**src/rtl/mc_control_fsm.sv**
```systemverilog
// mc_control_fsm: multicycle main control FSM for the 16-bit MIPS-style datapath.
// Define MC_FLAGREG_EN to build the architectural ALU flag register; otherwise flags reads 0.
module mc_control_fsm #(
   parameter int OPW = 4
) (
   input  logic           clk,
   input  logic           rst_n,
   input  logic [OPW-1:0] opcode,
   input  logic           zero,
   input  logic           carry,
   input  logic           overflow,
   input  logic           sign,
   output logic [1:0]     aluop,
   output logic           alu_src_a,
   output logic [1:0]     alu_src_b,
   output logic [1:0]     pc_source,
   output logic           pc_en,
   output logic           iord,
   output logic           mem_read,
   output logic           mem_write,
   output logic           ir_write,
   output logic           reg_write,
   output logic           reg_dst,
   output logic           mem_to_reg,
   output logic           halted,
   output logic           illegal,
   output logic [3:0]     state,
   output logic [3:0]     flags
);
   typedef enum logic [3:0] {
      FETCH  = 4'd0,
      DECODE = 4'd1,
      MEMADR = 4'd2,
      MEMRD  = 4'd3,
      MEMWB  = 4'd4,
      MEMWR  = 4'd5,
      EXEC   = 4'd6,
      ALUWB  = 4'd7,
      BRANCH = 4'd8,
      JUMP   = 4'd9,
      ADDIEX = 4'd10,
      ADDIWB = 4'd11,
      HALT   = 4'd12
   } state_t;

   typedef struct packed {
      logic [1:0] aluop;
      logic       alu_src_a;
      logic [1:0] alu_src_b;
      logic [1:0] pc_source;
      logic       pc_write;
      logic       pc_write_cond;
      logic       iord;
      logic       mem_read;
      logic       mem_write;
      logic       ir_write;
      logic       reg_write;
      logic       reg_dst;
      logic       mem_to_reg;
      logic       halted;
   } ctl_t;

   localparam logic [OPW-1:0] OP_R    = OPW'(4'h0);
   localparam logic [OPW-1:0] OP_ADDI = OPW'(4'h1);
   localparam logic [OPW-1:0] OP_LW   = OPW'(4'h2);
   localparam logic [OPW-1:0] OP_SW   = OPW'(4'h3);
   localparam logic [OPW-1:0] OP_BEQ  = OPW'(4'h4);
   localparam logic [OPW-1:0] OP_BNE  = OPW'(4'h5);
   localparam logic [OPW-1:0] OP_JMP  = OPW'(4'h6);
   localparam logic [OPW-1:0] OP_HALT = OPW'(4'hf);

   state_t st, nxt;
   ctl_t   ctl;
   logic   bad, bne, is_lw;

   // Control word of a state; registered from the next state so outputs stay pure Moore.
   function automatic ctl_t decode(state_t s);
      ctl_t c;
      c = '0;
      case (s)
         FETCH: begin
            c.mem_read  = 1'b1;
            c.ir_write  = 1'b1;
            c.alu_src_b = 2'b01;
            c.pc_write  = 1'b1;
         end
         DECODE: c.alu_src_b = 2'b11;
         MEMADR, ADDIEX: begin
            c.alu_src_a = 1'b1;
            c.alu_src_b = 2'b10;
         end
         MEMRD: begin
            c.iord     = 1'b1;
            c.mem_read = 1'b1;
         end
         MEMWB: begin
            c.reg_write  = 1'b1;
            c.mem_to_reg = 1'b1;
         end
         MEMWR: begin
            c.iord      = 1'b1;
            c.mem_write = 1'b1;
         end
         EXEC: begin
            c.alu_src_a = 1'b1;
            c.aluop     = 2'b10;
         end
         ALUWB: begin
            c.reg_write = 1'b1;
            c.reg_dst   = 1'b1;
         end
         BRANCH: begin
            c.alu_src_a     = 1'b1;
            c.aluop         = 2'b01;
            c.pc_write_cond = 1'b1;
            c.pc_source     = 2'b01;
         end
         JUMP: begin
            c.pc_write  = 1'b1;
            c.pc_source = 2'b10;
         end
         ADDIWB: c.reg_write = 1'b1;
         HALT:   c.halted = 1'b1;
         default: c = '0;
      endcase
      return c;
   endfunction

   always_comb begin
      nxt = HALT;
      bad = 1'b0;
      case (st)
         FETCH:  nxt = DECODE;
         DECODE: begin
            case (opcode)
               OP_R:           nxt = EXEC;
               OP_ADDI:        nxt = ADDIEX;
               OP_LW, OP_SW:   nxt = MEMADR;
               OP_BEQ, OP_BNE: nxt = BRANCH;
               OP_JMP:         nxt = JUMP;
               OP_HALT:        nxt = HALT;
               default:        bad = 1'b1;
            endcase
         end
         MEMADR: nxt = is_lw ? MEMRD : MEMWR;
         MEMRD:  nxt = MEMWB;
         EXEC:   nxt = ALUWB;
         ADDIEX: nxt = ADDIWB;
         HALT:   nxt = HALT;
         MEMWB, MEMWR, ALUWB, BRANCH, JUMP, ADDIWB: nxt = FETCH;
         default: bad = 1'b1;
      endcase
   end

   always_ff @(posedge clk or negedge rst_n) begin
      if (!rst_n) begin
         st      <= FETCH;
         ctl     <= decode(FETCH);
         illegal <= 1'b0;
         bne     <= 1'b0;
         is_lw   <= 1'b0;
`ifdef MC_FLAGREG_EN
         flags   <= 4'b0000;
`endif
      end else begin
         st  <= nxt;
         ctl <= decode(nxt);
         if (bad) illegal <= 1'b1;
         if (st == DECODE) begin
            bne   <= opcode == OP_BNE;
            is_lw <= opcode == OP_LW;
         end
`ifdef MC_FLAGREG_EN
         if (st == EXEC || st == ADDIEX) flags <= {zero, carry, overflow, sign};
`endif
      end
   end

`ifndef MC_FLAGREG_EN
   logic unused_flags;
   assign unused_flags = ^{carry, overflow, sign};
   assign flags = 4'b0000;
`endif

   assign state      = st;
   assign aluop      = ctl.aluop;
   assign alu_src_a  = ctl.alu_src_a;
   assign alu_src_b  = ctl.alu_src_b;
   assign pc_source  = ctl.pc_source;
   assign iord       = ctl.iord;
   assign mem_read   = ctl.mem_read;
   assign mem_write  = ctl.mem_write;
   assign ir_write   = ctl.ir_write;
   assign reg_write  = ctl.reg_write;
   assign reg_dst    = ctl.reg_dst;
   assign mem_to_reg = ctl.mem_to_reg;
   assign halted     = ctl.halted;
   assign pc_en      = ctl.pc_write | (ctl.pc_write_cond & (zero ^ bne));
endmodule
```
**config.mk**
```make
export PLATFORM = sky130hd
export DESIGN_NAME = mc_control_fsm
export DESIGN_NICKNAME = d
export VERILOG_FILES = /design/src/rtl/mc_control_fsm.sv
export SDC_FILE = /design/constraint.sdc
export NUM_CORES = 1
export LEC_CHECK = 0
export ABC_CLOCK_PERIOD_IN_PS = 2000
export CAP_MARGIN = 20
export CORE_MARGIN = 4
export CORE_UTILIZATION = 44
export CTS_CLUSTER_SIZE = 12
export DETAILED_ROUTE_END_ITERATION = 6
export PLACE_DENSITY = 0.77
export RECOVER_POWER = 50
export SKIP_LAST_GASP = 1
export SLEW_MARGIN = 5
export SYNTH_ARGS = -nofsm -noshare
export SYNTH_HDL_FRONTEND = slang
export SYNTH_SLANG_ARGS = --single-unit
```
**constraint.sdc**
```tcl
create_clock -name clk -period 2 [get_ports clk]
set_clock_uncertainty 0.2 [all_clocks]
set_input_delay 0.6 -clock clk [delete_from_list [all_inputs] [get_ports clk]]
set_output_delay 0.6 -clock clk [all_outputs]
set_load 0.02 [all_outputs]
```
Word level (Yosys, flattened, before mapping)
Cells that the tools add are included.
{"block": "op_classes", "bitwise": 3, "muxes": 19, "reduce_logical": 14, "n_eq_ne": 31}
{"cell": "4-bit by 3-bit equality test with 1-bit output (second input constant)", "count": 11}
{"cell": "4-bit equality test (second input constant)", "count": 11}
{"cell": "4-bit one-hot mux with 7 select lines", "count": 1}
{"cell": "4-bit by 2-bit equality test with 1-bit output (second input constant)", "count": 6}
{"cell": "4-bit one-hot mux with 5 select lines", "count": 1}
{"cell": "4-bit by 1-bit equality test with 1-bit output (second input constant)", "count": 3}
{"cell": "4-bit zero test", "count": 3}
{"cell": "1-bit 2-to-1 mux", "count": 12}
{"cell": "12-bit OR reduction", "count": 1}
{"cell": "2-bit OR reduction", "count": 6}
{"cell": "2-bit one-hot mux with 2 select lines", "count": 2}
{"cell": "8-bit OR reduction", "count": 1}
{"cell": "2-bit one-hot mux with 3 select lines", "count": 1}
{"cell": "6-bit OR reduction", "count": 1}
{"cell": "4-bit OR reduction", "count": 1}
{"cell": "3-bit 2-to-1 mux", "count": 1}
{"cell": "3-bit OR reduction", "count": 1}
{"cell": "1-bit one-hot mux with 2 select lines", "count": 1}
{"cell": "1-bit AND", "count": 1}
{"cell": "1-bit bitwise OR", "count": 1}
{"cell": "1-bit XOR", "count": 1}
{"block": "totals", "elab_cells": 85, "ff_bits": 24, "input_bits": 10}

Logic depth before layout (Yosys ltp)
{"block": "logic_depth", "depth_word": 7, "depth_mapped": 6, "mapped_depth_nobuf": 5}

Worst setup path after synthesis
No wires, ideal clock.
{"block": "synth_path", "path_type": "input -> register", "startpoint": "input port opcode[1]", "endpoint": "register ctl (netlist bit alu_src_a)", "n_path_buf": 0, "setup_time_ns": 0.122, "path_stages": 4, "path_slack_ns": 0.138, "t_arrival_ns": 1.539, "t_required_ns": 1.678, "path_cell_list": "or3_4 a311oi_4 and2_2 a21oi_1"}
{"block": "synth_via", "elab_chain_len": 7, "word_cells_on_any_way": 17, "classes_between": "eq/ne: 10; mux: 3; reduce/logical: 4"}
{"element": "start: declaration", "line_no": "8", "text": "input logic [OPW-1:0] opcode,"}
{"element": "4-bit by 3-bit equality test with 1-bit output or 4-bit by 2-bit equality test with 1-bit output (tied branches)", "line_no": "135", "text": "case (opcode)"}
{"element": "2-bit OR reduction"}
{"element": "4-bit one-hot mux with 5 select lines (*)", "line_no": "135"}
{"element": "4-bit one-hot mux with 7 select lines (*)", "line_no": "132", "text": "case (st)"}
{"element": "net nxt[2]", "line_no": "72", "text": "state_t st, nxt;"}
{"element": "4-bit equality test, or another cell as far along", "line_no": "80", "text": "case (s)"}
{"element": "4-bit OR reduction (no line) (*)"}
{"element": "1-bit 2-to-1 mux (*)", "line_no": "80"}
{"element": "end signal: assignment", "line_no": "158", "text": "ctl <= decode(FETCH);"}
{"element": "end signal: assignment", "line_no": "167", "text": "ctl <= decode(nxt);"}
{"element": "end: declaration", "line_no": "73", "text": "ctl_t ctl;"}
The timed path passes the listed nets; every way through them passes the cells marked *.
A chain may end at the register's enable or synchronous reset.

Worst setup path in the final report
{"block": "layout_path", "startpoint": "register bne", "endpoint": "output port pc_en"}
{"block": "layout_via", "elab_chain_len": 3}
{"element": "start: declaration", "line_no": "74", "text": "logic bad, bne, is_lw;"}
{"element": "start signal: assignment", "line_no": "160", "text": "bne <= 1'b0;"}
{"element": "start signal: assignment", "line_no": "170", "text": "bne <= opcode == OP_BNE;"}
{"element": "1-bit XOR", "line_no": "198", "text": "assign pc_en = ctl.pc_write | (ctl.pc_write_cond & (zero ^ bne));"}
{"element": "1-bit AND", "line_no": "198"}
{"element": "1-bit bitwise OR", "line_no": "198"}
{"element": "end: declaration", "line_no": "17", "text": "output logic pc_en,"}
No other way between the ends.

==> flow_summary.yaml <==
status:
  status: "finished clean"
setup_path:
  crit_family: "flip-flops"
  worst-path-buf-inv: 1
  worstSetupEndpointType: "output pin"
  worstPathArrival_ns: 1.19
  cp_cell_sequence: "xor2_1 > a21o_1 > buf_6"
  start_kind: "register"
  cp_slowest_cell: "dfrtp_1"
  worstPathMaxFanout: 2
  critPathKind: "register to output pin"
  slowest_delay_ns: 0.41
  crit_required_ns: 1.20
final_layout:
  utilization_pct: 61.9
  antenna_cells: 0
  syn2layout_area_growth_pct: 32.6
  layout-drive-gt1-share_pct: 25.7
  largest_reg_flops: 4
  layout_common_cells: "20 x dlygate4sd2_1, 18 x dfrtp_1, 14 x buf_4"
  final_area_sq_um: 1400
  final_common_cell: "dlygate4sd2_1"
  regArea_sq_um: 556
  num-fill-cells: 220
  fin_nets: 147
  multiInputGateArea_sq_um: 402
sta:
  worst_slew_pin_slew_ns: 0.532
  hold_slack_ns: 0.281
  fmax_mhz: 503
  relSlewSlack_pct: 64.5
  finalSetupTns_ns: 0
  setup_violations: 0
  rsz0062_at_grt: "yes"
  finalCriticalPeriod_ns: 1.99
  hold_viol_final: 0
  drv_slew: 0
  fin_crit_sh_pct: 99.4
route:
  routed_via_density: 4.98
  vias: 817
  firstDrtPassIters: 4
  drtIter0Drc: 12
  wirelength_microns: 2040
  drc_errors: 0
  ant_nets: 0
  routedWlPerCell_microns: 12.4
clock_network:
  numCtsBuffers: 3
  htree_levels: 1
  cts_tree: "built"
  cts_buffer_depth: 2
  root_buffer: "clkbuf_4"
  clock_latency_ns: 0.31
  ctsHoldBuffers: 0
  clk_pin_slew_ns: 0.12
  cts.sinks: 22
global_routing:
  grt-ovfl-total: 0
  grt_pass1_wl_microns: 3390
  antenna_found_initial: 0
  grt_max_degree: 23
  grt_pass1_vias: 732
  grtUsageTotal_pct: 13.8
power_and_ir_drop:
  seqPwrFrac_pct: 33.3
  switching_share_pct: 40.0
  vdd_drop_max_mv: 0.717
  power.total_uw: 2040
  power_density_nw_per_um2: 1460
  pwr-share-clk_pct: 12.1
  internal-power_uw: 1220
  combPwrFrac_pct: 54.7
  switchingPower_uw: 815
  power.leakage_uw: 0.000727
yosys:
  synth_seq_area_share_pct: 52.8
  avgSynthCellArea_sq_um: 10.5
  ys_ff_latch: 22
  synthArstFlopShare_pct: 100
  netlist_instances: 100
  synth_flop_cell: "dfrtp_1"
  synth_edf_count: 0
  syn-cell-area_sq_um: 1050
  synth_warnings: 0
  synth_cell_types: 35
floorplanning:
  die_area_sq_um: 3240
  die_x_microns: 56.9
  start_util_pct: 46.7
  core_area_sq_um: 2250
  dieHeight_microns: 56.9
  io_pins: 35
  rows: 17
placement:
  place_hpwl_microns: 1570
  place_area_sq_um: 1370
  portBuffers: 27
  place_congestion: 0.808
run:
  maxCapViolations: 0
hold_path:
  min_path_type: "register to register"
[metrics by stage]
stage,std cells,setup WS [ns]
5_1_grt,164,-0.0327
4_1_cts,163,-0.145
2_1_floorplan,103,0.138
6_report,164,0.0126
3_3_place_gp,158,-0.720
3_5_place_dp,158,-0.795
[repair_timing]
action | CTS | global route
setup endpoints to repair | 27 | 5
gates cloned | 0 | 0
setup buffers | 1 | 1
resized for setup | 32 | 7
pin swaps | 4 | 2
[final timing paths]
path	startpoint	to	slack, ns	cells past startpoint
max in group asynchronous	rst_n	mem_read	0.65	2
min in group asynchronous	rst_n	pc_source[1]	0.59	2
max reg2reg	state[0]	reg_write	0.14	5
max	bne	pc_en	0.01	3
min	illegal	illegal	0.28	2
min reg2reg	illegal	illegal	0.28	2
[metal layers]
metal	vias up	track usage (%)	routed length (microns)
li1	397	-	-
met1	390	16.9	865
met2	25	22.3	1010
met3	5	2.99	112
met4	0	7.95	53
met5	-	0	0
[cell usage after synthesis, types with 3 or more instances]
master	count	area share [%]
o21ai_1	3	1.4
a21oi_1	5	2.4
o21ai_0	3	1.4
nand2_1	8	2.9
dfstp_2	4	10
dfrtp_1	18	43
inv_1	3	1.1
or3_1	3	1.8
nor3_1	5	2.4
buf_4	12	8.6
[cell type report]
class | count | share of cell area [%]
Inverter | 3 | 0.807
Timing Repair Buffer | 43 | 25.5
Tap cell | 28 | 2.51
Sequential cell | 22 | 39.8
Clock buffer | 4 | 2.60
Multi-Input combinational cell | 64 | 28.8
[power groups by stage]
stage	Clock, uW	Sequential [uW]	Combinational [uW]
floorplan	0	790	617
global placement	0	688	1130
detailed placement	0	694	1160
CTS	251	679	1100
global route	274	697	1220
finish	246	677	1110
[tightest hold or removal path, stage by stage, from the launching register on]
cell and delay (ns):
dfrtp_1 0.36, a31oi_1 0.05, nand2_1 0.05
[cell families after synthesis]
| group | count (synthesis) | synth area share (%) |
|---|---|---|
| buf+inv | 17 | 10.6 |
| xor+xnor | 3 | 2.50 |
| simple gates | 39 | 21.8 |
| flops | 22 | 52.8 |
| other cells | 1 | 0.356 |
| compound gates | 18 | 12.0 |
Note: power is estimated with default switching activity, not from simulation.
